File: config.mk
export PLATFORM = sky130hd
export DESIGN_NAME = apb_master_arbiter
export DESIGN_NICKNAME = d
export VERILOG_FILES = /design/src/rtl/apb_pkg.sv /design/src/rtl/rr_arbiter.sv /design/src/rtl/apb_master_arbiter.sv
export SDC_FILE = /design/constraint.sdc
export NUM_CORES = 1
export LEC_CHECK = 0
export BUFFER_PORTS_ARGS = -buffer_cell sky130_fd_sc_hd__buf_2
export CORE_MARGIN = 8
export CORE_UTILIZATION = 46
export CTS_CLUSTER_DIAMETER = 60
export DETAILED_ROUTE_END_ITERATION = 10
export PLACE_DENSITY = 0.8
export SYNTH_ARGS = -nofsm -noshare
export SYNTH_HDL_FRONTEND = slang
export SYNTH_HIERARCHICAL = 1
export SYNTH_SLANG_ARGS = --single-unit
File: constraint.sdc
create_clock -name PCLK -period 1.9 [get_ports PCLK]
set_clock_uncertainty 0.2 [all_clocks]
set_input_delay 0 -clock PCLK [delete_from_list [all_inputs] [get_ports PCLK]]
set_output_delay 0 -clock PCLK [all_outputs]
set_load 0.005 [all_outputs]
File: src/rtl/apb_pkg.sv
// Shared APB definitions: FSM state encoding, default bus widths and the RAM region base.
package apb_pkg;

  typedef enum logic [1:0] {
    IDLE,
    SETUP,
    ACCESS
  } apb_state_e;

  localparam int unsigned APB_ADDR_W = 32;
  localparam int unsigned APB_DATA_W = 32;

  localparam logic [31:0] RAM_BASE_ADDR = 32'h1000_3000;

endpackage

File: src/rtl/rr_arbiter.sv
// Combinational round-robin picker: first asserted request at or after ptr, wrapping at NUM_REQ-1.
module rr_arbiter #(
  parameter int unsigned NUM_REQ = 2,
  parameter int unsigned PTR_W   = (NUM_REQ > 1) ? $clog2(NUM_REQ) : 1
) (
  input  logic [NUM_REQ-1:0] req,
  input  logic [PTR_W-1:0]   ptr,
  output logic [NUM_REQ-1:0] grant,
  output logic [PTR_W-1:0]   grant_idx,
  output logic               any
);

  logic [PTR_W:0] idx;

  always_comb begin
    grant     = '0;
    grant_idx = '0;
    any       = 1'b0;
    idx       = '0;
    for (int unsigned i = 0; i < NUM_REQ; i++) begin
      // ptr + i never exceeds 2*NUM_REQ-2, so one conditional subtract wraps it
      idx = {1'b0, ptr} + (PTR_W+1)'(i);
      if (idx >= (PTR_W+1)'(NUM_REQ)) idx = idx - (PTR_W+1)'(NUM_REQ);
      if (!any && req[idx[PTR_W-1:0]]) begin
        any       = 1'b1;
        grant_idx = idx[PTR_W-1:0];
      end
    end
    grant[grant_idx] = any;
  end

endmodule

File: src/rtl/apb_master_arbiter.sv
// APB master shared by NUM_REQ requesters: round-robin grant, SETUP/ACCESS sequencing,
// response return and ACCESS-phase timeout. All outputs are registered.
module apb_master_arbiter
  import apb_pkg::*;
#(
  parameter int unsigned NUM_REQ     = 2,
  parameter int unsigned ADDR_W      = APB_ADDR_W,
  parameter int unsigned DATA_W      = APB_DATA_W,
  parameter int unsigned TIMEOUT_CYC = 16
) (
  input  logic                            PCLK,
  input  logic                            PRESETn,
  input  logic [NUM_REQ-1:0]              req_valid,
  input  logic [NUM_REQ-1:0]              req_write,
  input  logic [NUM_REQ-1:0][ADDR_W-1:0]  req_addr,
  input  logic [NUM_REQ-1:0][DATA_W-1:0]  req_wdata,
  output logic [NUM_REQ-1:0]              req_ready,
  output logic [NUM_REQ-1:0]              rsp_valid,
  output logic [DATA_W-1:0]               rsp_rdata,
  output logic                            rsp_err,
  output logic [ADDR_W-1:0]               PADDR,
  output logic                            PWRITE,
  output logic [DATA_W-1:0]               PWDATA,
  output logic                            PSEL,
  output logic                            PENABLE,
  input  logic [DATA_W-1:0]               PRDATA,
  input  logic                            PREADY
);

  localparam int unsigned PTR_W = (NUM_REQ > 1) ? $clog2(NUM_REQ) : 1;
  localparam int unsigned CNT_W = (TIMEOUT_CYC > 1) ? $clog2(TIMEOUT_CYC) : 1;
  localparam logic [CNT_W-1:0] CNT_LAST = (TIMEOUT_CYC == 0) ? '0 : CNT_W'(TIMEOUT_CYC - 1);

  apb_state_e          state, state_n;
  logic [PTR_W-1:0]    rr_ptr, rr_ptr_n;
  logic [PTR_W-1:0]    owner, owner_n;
  logic [CNT_W-1:0]    cnt, cnt_n;

  logic [NUM_REQ-1:0]  req_ready_n, rsp_valid_n;
  logic [DATA_W-1:0]   rsp_rdata_n, pwdata_n;
  logic                rsp_err_n, pwrite_n, psel_n, penable_n;
  logic [ADDR_W-1:0]   paddr_n;

  logic [NUM_REQ-1:0]  grant;
  logic [PTR_W-1:0]    grant_idx;
  logic                grant_any;

  rr_arbiter #(
    .NUM_REQ (NUM_REQ),
    .PTR_W   (PTR_W)
  ) u_rr_arbiter (
    .req       (req_valid),
    .ptr       (rr_ptr),
    .grant     (grant),
    .grant_idx (grant_idx),
    .any       (grant_any)
  );

  always_ff @(posedge PCLK or negedge PRESETn) begin
    if (!PRESETn) begin
      state     <= IDLE;
      rr_ptr    <= '0;
      owner     <= '0;
      cnt       <= '0;
      req_ready <= '0;
      rsp_valid <= '0;
      rsp_rdata <= '0;
      rsp_err   <= 1'b0;
      PADDR     <= '0;
      PWRITE    <= 1'b0;
      PWDATA    <= '0;
      PSEL      <= 1'b0;
      PENABLE   <= 1'b0;
    end else begin
      state     <= state_n;
      rr_ptr    <= rr_ptr_n;
      owner     <= owner_n;
      cnt       <= cnt_n;
      req_ready <= req_ready_n;
      rsp_valid <= rsp_valid_n;
      rsp_rdata <= rsp_rdata_n;
      rsp_err   <= rsp_err_n;
      PADDR     <= paddr_n;
      PWRITE    <= pwrite_n;
      PWDATA    <= pwdata_n;
      PSEL      <= psel_n;
      PENABLE   <= penable_n;
    end
  end

  always_comb begin
    state_n     = state;
    rr_ptr_n    = rr_ptr;
    owner_n     = owner;
    cnt_n       = cnt;
    req_ready_n = '0;
    rsp_valid_n = '0;
    rsp_rdata_n = rsp_rdata;
    rsp_err_n   = rsp_err;
    paddr_n     = PADDR;
    pwrite_n    = PWRITE;
    pwdata_n    = PWDATA;
    psel_n      = PSEL;
    penable_n   = PENABLE;

    unique case (state)
      IDLE: begin
        if (grant_any) begin
          paddr_n     = req_addr[grant_idx];
          pwrite_n    = req_write[grant_idx];
          pwdata_n    = req_wdata[grant_idx];
          req_ready_n = grant;
          owner_n     = grant_idx;
          rr_ptr_n    = (grant_idx == PTR_W'(NUM_REQ - 1)) ? '0 : grant_idx + 1'b1;
          psel_n      = 1'b1;
          penable_n   = 1'b0;
          state_n     = SETUP;
        end
      end
      SETUP: begin
        psel_n    = 1'b1;
        penable_n = 1'b1;
        cnt_n     = '0;
        state_n   = ACCESS;
      end
      ACCESS: begin
        // PREADY wins over a timeout landing in the same cycle
        if (PREADY) begin
          rsp_valid_n        = '0;
          rsp_valid_n[owner] = 1'b1;
          rsp_err_n          = 1'b0;
          if (!PWRITE) rsp_rdata_n = PRDATA;
          psel_n             = 1'b0;
          penable_n          = 1'b0;
          state_n            = IDLE;
        end else if (TIMEOUT_CYC != 0 && cnt == CNT_LAST) begin
          rsp_valid_n        = '0;
          rsp_valid_n[owner] = 1'b1;
          rsp_err_n          = 1'b1;
          rsp_rdata_n        = '0;
          psel_n             = 1'b0;
          penable_n          = 1'b0;
          state_n            = IDLE;
        end else begin
          cnt_n = cnt + 1'b1;
        end
      end
      default: state_n = IDLE;
    endcase
  end

endmodule

======== Word-level counts from Yosys, hierarchy flattened ========
Index checks and enable logic that the tools add are counted.
word-level totals
  output and inout port bits .............. 104
  input bits .............................. 167
  bits in registers ....................... 112
cells by class
  mux-type cells .......................... 44
  add/sub/neg operators ................... 5
  reductions and logical operators ........ 14
  equality and inequality tests ........... 8
  $lt $le $gt $ge ......................... 8
  bitwise gates (word level) .............. 1
operators with widths
  kind                                                         number
  2-to-1 mux 32 bit                                            7
  2-to-1 mux 1 bit                                             21
  2-to-1 mux 2 bit                                             8
  AND reduction 3 bit                                          3
  less-than comparator 1 x 2 -> 1 bit (second input constant)  4
  2-to-1 mux 4 bit                                             2
  inequality test 2 bit (second input constant)                4
  one-hot mux 4 bit (2 select lines)                           1
  one-hot mux 1 bit (3 select lines)                           2
  one-hot mux 2 bit (3 select lines)                           1
  AND reduction 2 bit                                          3
  adder 4 x 1 -> 4 bit (second input constant)                 1
  equality test 4 bit (second input constant)                  1
  nonzero test 2 bit                                           2
  logical AND 1 bit                                            3
  inequality test 3 bit (second input constant)                1
  nonzero test 3 bit                                           1
  adder 1 x 1 -> 2 bit (second input constant)                 1
  bitwise AND 2 bit                                            1
  demux 1 bit (select 1 bit)                                   2
  equality test 2 x 1 -> 1 bit (second input constant)         1
  equality test 2 bit (second input constant)                  1
  >= comparator 1 bit (second input constant)                  2
  >= comparator 1 x 2 -> 1 bit (second input constant)         1
  5 further kinds                                              6

======== Longest topological paths before layout ========
Gate-level depths: netlist of the first run.
  depth after elaboration ................. 15
  mapped depth ............................ 7
  mapped depth without buffers ............ 4

======== Modules after synthesis ========
Netlist of the first run, hierarchy kept.
modules (own cells, without submodules)
  module              cells an instance  area an instance (um^2)  times used
  apb_master_arbiter  526                5,410.2                  1
  rr_arbiter          5                  32.5                     1

======== Worst setup path before layout of the first run ========
No wires, ideal clock.
  path type ............................... register to register
  from .................................... reg rr_ptr
  to ...................................... reg PWDATA[18]
  path slack .............................. 310 ps
  library setup time ...................... 122 ps
  arrival time ............................ 1,268 ps
  stages on the path, launching flop included .. 8
  path through ............................ dfrtp_1 -> inv_1 -> a21boi_1 -> buf_2 -> buf_6 -> buf_4 -> mux2i_1 -> a21oi_2
between the ends
  word-level cells in the longest chain between the ends .. 10
RTL lines
  element                                                                  RTL line                   RTL
  start, declared                                                          apb_master_arbiter.sv:35   logic [PTR_W-1:0] rr_ptr, rr_ptr_n;
  start signal, assigned                                                   apb_master_arbiter.sv:76   rr_ptr <= rr_ptr_n;
  >= comparator 1 x 2 -> 1 bit / subtractor 1 bit (equally long branches)  rr_arbiter.sv:23           if (idx >= (PTR_W+1)'(NUM_REQ)) idx = idx - (PTR_W+1)'(NUM_REQ);
  2-to-1 mux 1 bit                                                         rr_arbiter.sv:23
  2-to-1 mux 1 bit (implied by the code) (2 in a row)                      rr_arbiter.sv:24           if (!any && req[idx[PTR_W-1:0]]) begin
  2-to-1 mux 1 bit                                                         rr_arbiter.sv:24
  logical NOT 1 bit                                                        rr_arbiter.sv:24
  logical AND 1 bit                                                        rr_arbiter.sv:24
  2-to-1 mux 1 bit (*)                                                     rr_arbiter.sv:24
  net grant_idx                                                            apb_master_arbiter.sv:45   logic [PTR_W-1:0] grant_idx;
  2-to-1 mux 32 bit (implied by the code) (*) (2 in a row)                 apb_master_arbiter.sv:111  pwdata_n = req_wdata[grant_idx];
  end signal, assigned                                                     apb_master_arbiter.sv:85   PWDATA <= pwdata_n;
  end, declared                                                            apb_master_arbiter.sv:23   output logic [DATA_W-1:0] PWDATA,
Mark *: on every way through the listed nets, which the timed path passes. The rest lies on a longest branch. The select of a mux whose other input is x is not followed.
A chain may end at the register's enable or synchronous reset.

======== Worst setup path in the final report of the first run ========
  from .................................... reg rr_ptr
  to ...................................... reg PADDR[15]
between the ends
  word-level cells in the longest chain between the ends .. 10
RTL lines
  element                                                                  RTL line                   RTL
  >= comparator 1 x 2 -> 1 bit / subtractor 1 bit (equally long branches)  rr_arbiter.sv:23
  2-to-1 mux 1 bit                                                         rr_arbiter.sv:23
  2-to-1 mux 1 bit (implied by the code) (2 in a row)                      rr_arbiter.sv:24
  2-to-1 mux 1 bit                                                         rr_arbiter.sv:24
  logical NOT 1 bit                                                        rr_arbiter.sv:24
  logical AND 1 bit                                                        rr_arbiter.sv:24
  2-to-1 mux 1 bit (*)                                                     rr_arbiter.sv:24
  net grant_idx                                                            apb_master_arbiter.sv:45
  2-to-1 mux 32 bit (implied by the code) (*) (2 in a row)                 apb_master_arbiter.sv:109  paddr_n = req_addr[grant_idx];
  end signal, assigned                                                     apb_master_arbiter.sv:83   PADDR <= paddr_n;
  end, declared                                                            apb_master_arbiter.sv:21   output logic [ADDR_W-1:0] PADDR,
Marks and branches as above.

==> results.cfg, run 1 <==
[run_status]
run_status = completed

[clocking]
cts_sinks = 112
worst_skew_pair.late_latency_ps = 350
clkTransAtPathRegs_ps = 70
numCtsBuffers = 9
htree_levels = 3
root_buffer = sky130_fd_sc_hd__clkbuf_16
tritoncts_clock_tree = done
cts_max_path_buffers = 2

[synth]
synthMostInstantiatedCell = sky130_fd_sc_hd__dfrtp_1
mappedNetlistArea_mm2 = 0.00544
synth_ff_type = sky130_fd_sc_hd__dfrtp_1
sequential_cell_area_fraction_in_the_yosys_report = 0.515
synth-warning-count = 6
most_frequent_cells_after_synthesis = sky130_fd_sc_hd__dfrtp_1 (112), sky130_fd_sc_hd__nor2_1 (68), sky130_fd_sc_hd__nand2_1 (67)
synth.top_cell.area_share = 0.515
post-synth-top-area-cell = sky130_fd_sc_hd__dfrtp_1
post_synth.cell_area_avg_um2 = 10.2
synth-seq-cells = 112
syn-instance-count = 531
number_of_flops_mapped_to_enable_cells_by_yosys = 0
syn-num-nets = 699
post_synth_main_area_contributors = sky130_fd_sc_hd__dfrtp_1 (51%), sky130_fd_sc_hd__mux2i_1 (12%), sky130_fd_sc_hd__a21oi_1 (5.1%), sky130_fd_sc_hd__nor2_1 (4.7%), sky130_fd_sc_hd__nand2_1 (4.6%)
synth-async-reset-ratio = 1.00
ys_types = 38

[sta]
setup_viol = 0
drv_slew = 0
fmaxAchievable_ghz = 0.547
hold-worst-slack_ps = 232
rsz_0062_raised_after_global_routing = false
final_min_period_over_clock_period = 0.962
worst_pin_slew_ps = 497
timing.slew.headroom = 0.668
setup-tns-final_ps = 0
final_hold_viol_count = 0
timing.final.crit_period_ps = 1830

[power_and_ir_drop]
totalPowerFinal_mw = 11.4
vdd_drop_max_v = 0.000819
power.density_mw_per_mm2 = 1270
cellLeakagePower_nw = 4.17
internal_power_mw = 6.87
sequential_share_of_power = 0.382
pwr-share-comb = 0.469
switching_share = 0.396
power_frac_clock = 0.150
switching_power_mw = 4.50

[critical_path]
rr_endpoint = PADDR[15]$_DFFE_PN0P_
timing.critical_path.from = rr_ptr$_DFFE_PN0P_
critical_path.endpoint = PADDR[15]$_DFFE_PN0P_
reg2reg_depth = 5
critical_path_arrival_ps = 1840
crit_path_max_fanout = 22
rr_startpoint = rr_ptr$_DFFE_PN0P_
cp-start-kind = register
required_ps = 1910
reg2reg_setup_slack_ps = 70
worstSetupPathType = register to register
endpoint_kind = register

[global_routing]
globalRoute.totalOverflow = 0
grt.total_usage = 0.280
first_global_vias = 6760
antenna_found_initial = 17
grt_pass1_wl_um = 35100
grt_max_degree = 63

[drt]
first_pass_iters = 5
first_iter_violations = 504
final_antenna_net_count = 0
wirelength_um = 23100
routed_wire_length_per_instance_um = 20.4
route.vias.total = 6252
post-route-drc-count = 0
vias_per_cell = 5.53

[place]
finalWeightedCongestion = 0.761
detailed_place.area_mm2 = 0.00685
dp.final_hpwl_um = 12500
post-place-cells = 918
numPortBuffers = 270

[die]
floorplan.initialDensity = 0.475
die_area_mm2 = 0.0156
std_cell_rows = 39
core_outline_area_mm2 = 0.0115
die_h_um = 125
die-width_um = 125
ios = 271

[hold_path]
worst_hold_path_class = input port to register

[final_layout]
filler_cell_count = 643
areaGrowthSynthToFinish_pct = 64.7
finalNonFillerCells = 1130
finish.net_count = 1133
drive_gt1_frac = 0.338
finalInstanceArea_mm2 = 0.00896

[flow_run]
drv.max_cap_violation_count = 0
==> per-stage QoR <==
step / setup WS [ps] / util
floorplan: 310 / -
global placement: 254 / 0.597
detailed placement: 149 / 0.597
CTS: 101 / 0.770
global route: 5.12 / 0.782
finish: 72.8 / 0.782
==> state kept, by name, summed over array words and instances, names as in the netlist <==
register / cells
PADDR: 32
rsp_err: 1
req_ready: 2
rsp_valid: 2
cnt: 4
PENABLE: 1
PWDATA: 32
PWRITE: 1
owner: 1
state: 2
rsp_rdata: 32
rr_ptr: 1
PSEL: 1
==> per-layer routing <==
metal / GRT usage / vias up / wire, um
li1: - / 2744 / -
met1: 0.286 / 2963 / 7960
met2: 0.463 / 418 / 11400
met3: 0.0953 / 127 / 2190
met4: 0.217 / 0 / 1600
met5: 0 / - / 0
==> critical path, stage by stage, from the launching register on <==
cell and delay (ps):
sky130_fd_sc_hd__dfrtp_1 400, sky130_fd_sc_hd__inv_1 100, sky130_fd_sc_hd__a21boi_4 200, sky130_fd_sc_hd__buf_4 370
sky130_fd_sc_hd__mux2i_1 280, sky130_fd_sc_hd__a21oi_1 150
==> worst min-delay path by stage <==
stage               startpoint                        end  slack [ps]  cells after the start
detailed placement     PRESETn   rsp_rdata[7]$_DFFE_PN0P_        -210                      1
global placement       PRESETn  rsp_rdata[12]$_DFFE_PN0P_        -210                      1
global route        PRDATA[12]  rsp_rdata[12]$_DFFE_PN0P_         250                      4
floorplan              PRESETn       PADDR[0]$_DFFE_PN0P_        -500                      0
CTS                 PRDATA[30]  rsp_rdata[30]$_DFFE_PN0P_         200                      4
finish              PRDATA[16]  rsp_rdata[16]$_DFFE_PN0P_         230                      4
==> layout make-up <==
class | instances | area, um2 | area share
inverters | 7 | 26.3 | 0.00293
clock inverters | 1 | 5.00 | 0.000558
flip-flops and latches | 112 | 2800 | 0.313
clock buffers | 14 | 244 | 0.0272
repair buffers | 468 | 3400 | 0.380
multi-input cells | 367 | 2260 | 0.252
diodes | 18 | 45.0 | 0.00502
well taps | 143 | 179 | 0.0200
==> cell families (layout without fill, tap and decap cells) <==
logic type / after synthesis / count (layout) / share of synthesized area
and+or+nand+nor: 158 / 158 / 0.120
AOI/OAI and AO/OA: 141 / 141 / 0.162
adders and majority gates: 1 / 1 / 0.00230
DFF: 112 / 112 / 0.515
muxes: 67 / 67 / 0.123
buffers and inverters: 52 / 490 / 0.0768
other: 0 / 18 / 0
==> power by group through the flow <==
| stage | sequential, mW | combinational (mW) | clock, mW |
|---|---|---|---|
| floorplan | 4.26 | 2.78 | 0 |
| global placement | 4.17 | 4.42 | 0 |
| detailed placement | 4.24 | 4.60 | 0 |
| CTS | 4.23 | 4.88 | 1.72 |
| global route | 4.45 | 5.80 | 1.80 |
| finish | 4.34 | 5.33 | 1.70 |
==> what timing repair did <==
item | in CTS | in global routing
setup endpoints to repair | 0 | 11
resized for setup | 0 | 3
endpoints found under the hold margin | 213 | 0
hold buffers | 173 | 0
buffers inserted | 0 | 4
==> cells in the final DEF (no fill, tap or decap), types with 2 or more instances in the layout <==
cell,count
sky130_fd_sc_hd__clkbuf_1,5
sky130_fd_sc_hd__o311ai_0,20
sky130_fd_sc_hd__dfrtp_1,112
sky130_fd_sc_hd__buf_12,7
sky130_fd_sc_hd__inv_1,7
sky130_fd_sc_hd__clkbuf_16,11
sky130_fd_sc_hd__dlygate4sd3_1,173
sky130_fd_sc_hd__nand3_1,10
sky130_fd_sc_hd__nand2_1,67
sky130_fd_sc_hd__buf_4,16
sky130_fd_sc_hd__buf_2,269
sky130_fd_sc_hd__o21ai_0,34
sky130_fd_sc_hd__mux2i_1,66
sky130_fd_sc_hd__o311ai_1,4
sky130_fd_sc_hd__a21oi_2,15
sky130_fd_sc_hd__diode_2,18
sky130_fd_sc_hd__a21boi_1,2
sky130_fd_sc_hd__and2_1,4
sky130_fd_sc_hd__a31oi_1,2
sky130_fd_sc_hd__a21oi_1,56
sky130_fd_sc_hd__nor2_1,68
(Power assumes the default switching activity.)
==> run 2, diff against run 1 <==
RECOVER_POWER = 100   (was not set)
==> run 2 against run 1 <==
Effect of this change:
- cell area fell by 1.7%
- die area did not move
- core utilization down 1.3 points
- wire length fell by 0.64%
- final cell count unchanged
- via count down 0.38%
- critical path depth did not move
- sequential share of layout area is 0.55 points higher
- clock-buffer cell count is the same
- setup slack worse by 2.8 ps
- power is 2.6% lower
==> results.cfg, run 2 (synthesis gave the netlist of run 1 again) <==
[run_status]
run_status = completed

[clocking]
clkTransAtPathRegs_ps = 70
htree_levels = 3
cts_sinks = 112
root_buffer = sky130_fd_sc_hd__clkbuf_16
numCtsBuffers = 9
worst_skew_pair.late_latency_ps = 340
tritoncts_clock_tree = done
cts_max_path_buffers = 2

[drt]
post-route-drc-count = 0
route.vias.total = 6228
vias_per_cell = 5.51
first_iter_violations = 462
final_antenna_net_count = 0
routed_wire_length_per_instance_um = 20.3
first_pass_iters = 5
wirelength_um = 22900

[global_routing]
antenna_found_initial = 17
grt_max_degree = 63
grt_pass1_wl_um = 35100
first_global_vias = 6760
grt.total_usage = 0.280
globalRoute.totalOverflow = 0

[sta]
setup-tns-final_ps = 0
timing.final.crit_period_ps = 1830
worst_pin_slew_ps = 495
rsz_0062_raised_after_global_routing = false
final_hold_viol_count = 0
postLayoutSetupSlackWorst_ps = 70.0
setup_viol = 0
final_min_period_over_clock_period = 0.963
drv_slew = 0
fmaxAchievable_ghz = 0.546
hold-worst-slack_ps = 229
timing.slew.headroom = 0.670

[die]
core_outline_area_mm2 = 0.0115
die_area_mm2 = 0.0156
die-width_um = 125
floorplan.initialDensity = 0.475
std_cell_rows = 39
ios = 271
die_h_um = 125

[power_and_ir_drop]
power.density_mw_per_mm2 = 1260
sequential_share_of_power = 0.394
internal_power_mw = 6.57
cellLeakagePower_nw = 3.94
totalPowerFinal_mw = 11.1
switching_power_mw = 4.51
pwr-share-comb = 0.452
vdd_drop_max_v = 0.000797
switching_share = 0.407
power_frac_clock = 0.154

[final_layout]
layout.cells.most_common = sky130_fd_sc_hd__buf_2
areaGrowthSynthToFinish_pct = 61.9
layout.cells.most_common_list = sky130_fd_sc_hd__buf_2 (174), sky130_fd_sc_hd__dlygate4sd3_1 (173), sky130_fd_sc_hd__dfrtp_1 (112)
top_regs = PADDR (32), PWDATA (32), rsp_rdata (32)
filler_cell_count = 722
finish.net_count = 1133
drive_gt1_frac = 0.237

[place]
numPortBuffers = 270
dp.final_hpwl_um = 12500
pre_cts_slack_ps = 149
finalWeightedCongestion = 0.761

[critical_path]
crit_slowest_cell = sky130_fd_sc_hd__dfrtp_1
endpoint_kind = register
timing.critical_path.cells = inv_1, a21boi_4, buf_4, mux2i_1, a21oi_1
worst_path_max_stage_delay_ps = 400
critical_path_arrival_ps = 1840
required_ps = 1910
cp-start-kind = register
worstSetupPathType = register to register
crit_path_max_fanout = 22

[hold_path]
worst_hold_path_class = input port to register

[flow_run]
drv.max_cap_violation_count = 0
==> run 2: changes by cell type in the layout (fill, tap and decap cells not counted), moves of 2 or more <==
cell	before	now
sky130_fd_sc_hd__a21oi_1	56	58
sky130_fd_sc_hd__a21oi_2	15	13
sky130_fd_sc_hd__o311ai_0	20	22
sky130_fd_sc_hd__and2_1	4	2
sky130_fd_sc_hd__o311ai_1	4	2
sky130_fd_sc_hd__clkbuf_1	5	99
sky130_fd_sc_hd__buf_2	269	174
sky130_fd_sc_hd__buf_1	0	2
sky130_fd_sc_hd__buf_4	16	14
sky130_fd_sc_hd__and2_0	0	2
sky130_fd_sc_hd__buf_12	7	5
==> run 2: layout make-up <==
class	instances	area [um2]	share of cell area
repair buffers	468	3260	0.370
flip-flops and latches	112	2800	0.318
multi-input cells	367	2250	0.256
clock buffers	14	244	0.0277
well taps	143	179	0.0203
diodes	18	45.0	0.00511
inverters	7	26.3	0.00298
clock inverters	1	5.00	0.000568
==> run 2: final timing paths <==
kind	cells after the start	start	to	slack (ps)
hold reg to reg	1	owner$_DFFE_PN0P_	rsp_valid[0]$_DFF_PN0_	270
setup / recovery	5	rr_ptr$_DFFE_PN0P_	PADDR[15]$_DFFE_PN0P_	70
min in group asynchronous	3	PRESETn	rsp_rdata[15]$_DFFE_PN0P_	500
hold / removal	4	PRDATA[14]	rsp_rdata[14]$_DFFE_PN0P_	230
max in group asynchronous	4	PRESETn	PADDR[31]$_DFFE_PN0P_	310
setup reg to reg	5	rr_ptr$_DFFE_PN0P_	PADDR[15]$_DFFE_PN0P_	70
==> run 2: power by group through the flow <==
stage | clock network, mW | logic, mW | registers [mW]
finish | 1.70 | 5.01 | 4.37
detailed placement | 0 | 4.60 | 4.24
floorplan | 0 | 2.78 | 4.26
global route | 1.80 | 5.47 | 4.48
CTS | 1.72 | 4.88 | 4.23
global placement | 0 | 4.42 | 4.17
==> run 2: what timing repair did <==
action,in CTS,in global routing
hold buffers,173,0
buffers inserted,0,4
endpoints found under the hold margin,213,0
endpoints found under the setup margin,0,11
resized for setup,0,3
==> run 2: layer usage <==
metal,track usage,wire length (um),vias up
met5,0,0,-
met4,0.217,1540,0
met3,0.0953,2190,126
met2,0.463,11400,411
met1,0.286,7850,2950
li1,-,-,2741
==> run 2: metrics by stage <==
| stage | util | cell area (um2) | cells |
|---|---|---|---|
| 6_report | 0.768 | 8810 | 1130 |
| 5_1_grt | 0.768 | 8810 | 1129 |
| 4_1_cts | 0.770 | 8830 | 1106 |
| 3_5_place_dp | 0.597 | 6850 | 918 |
| 3_3_place_gp | 0.597 | 6850 | 918 |
| 2_1_floorplan | - | 5440 | 531 |
==> run 2: worst max-delay path, delay by kind of cell, from the launching register on <==
kind / cells / cell delay, ps
AO/OA/AOI/OAI: 2 / 350
buffers and inverters: 2 / 470
flip-flops: 1 / 400
multiplexers: 1 / 280
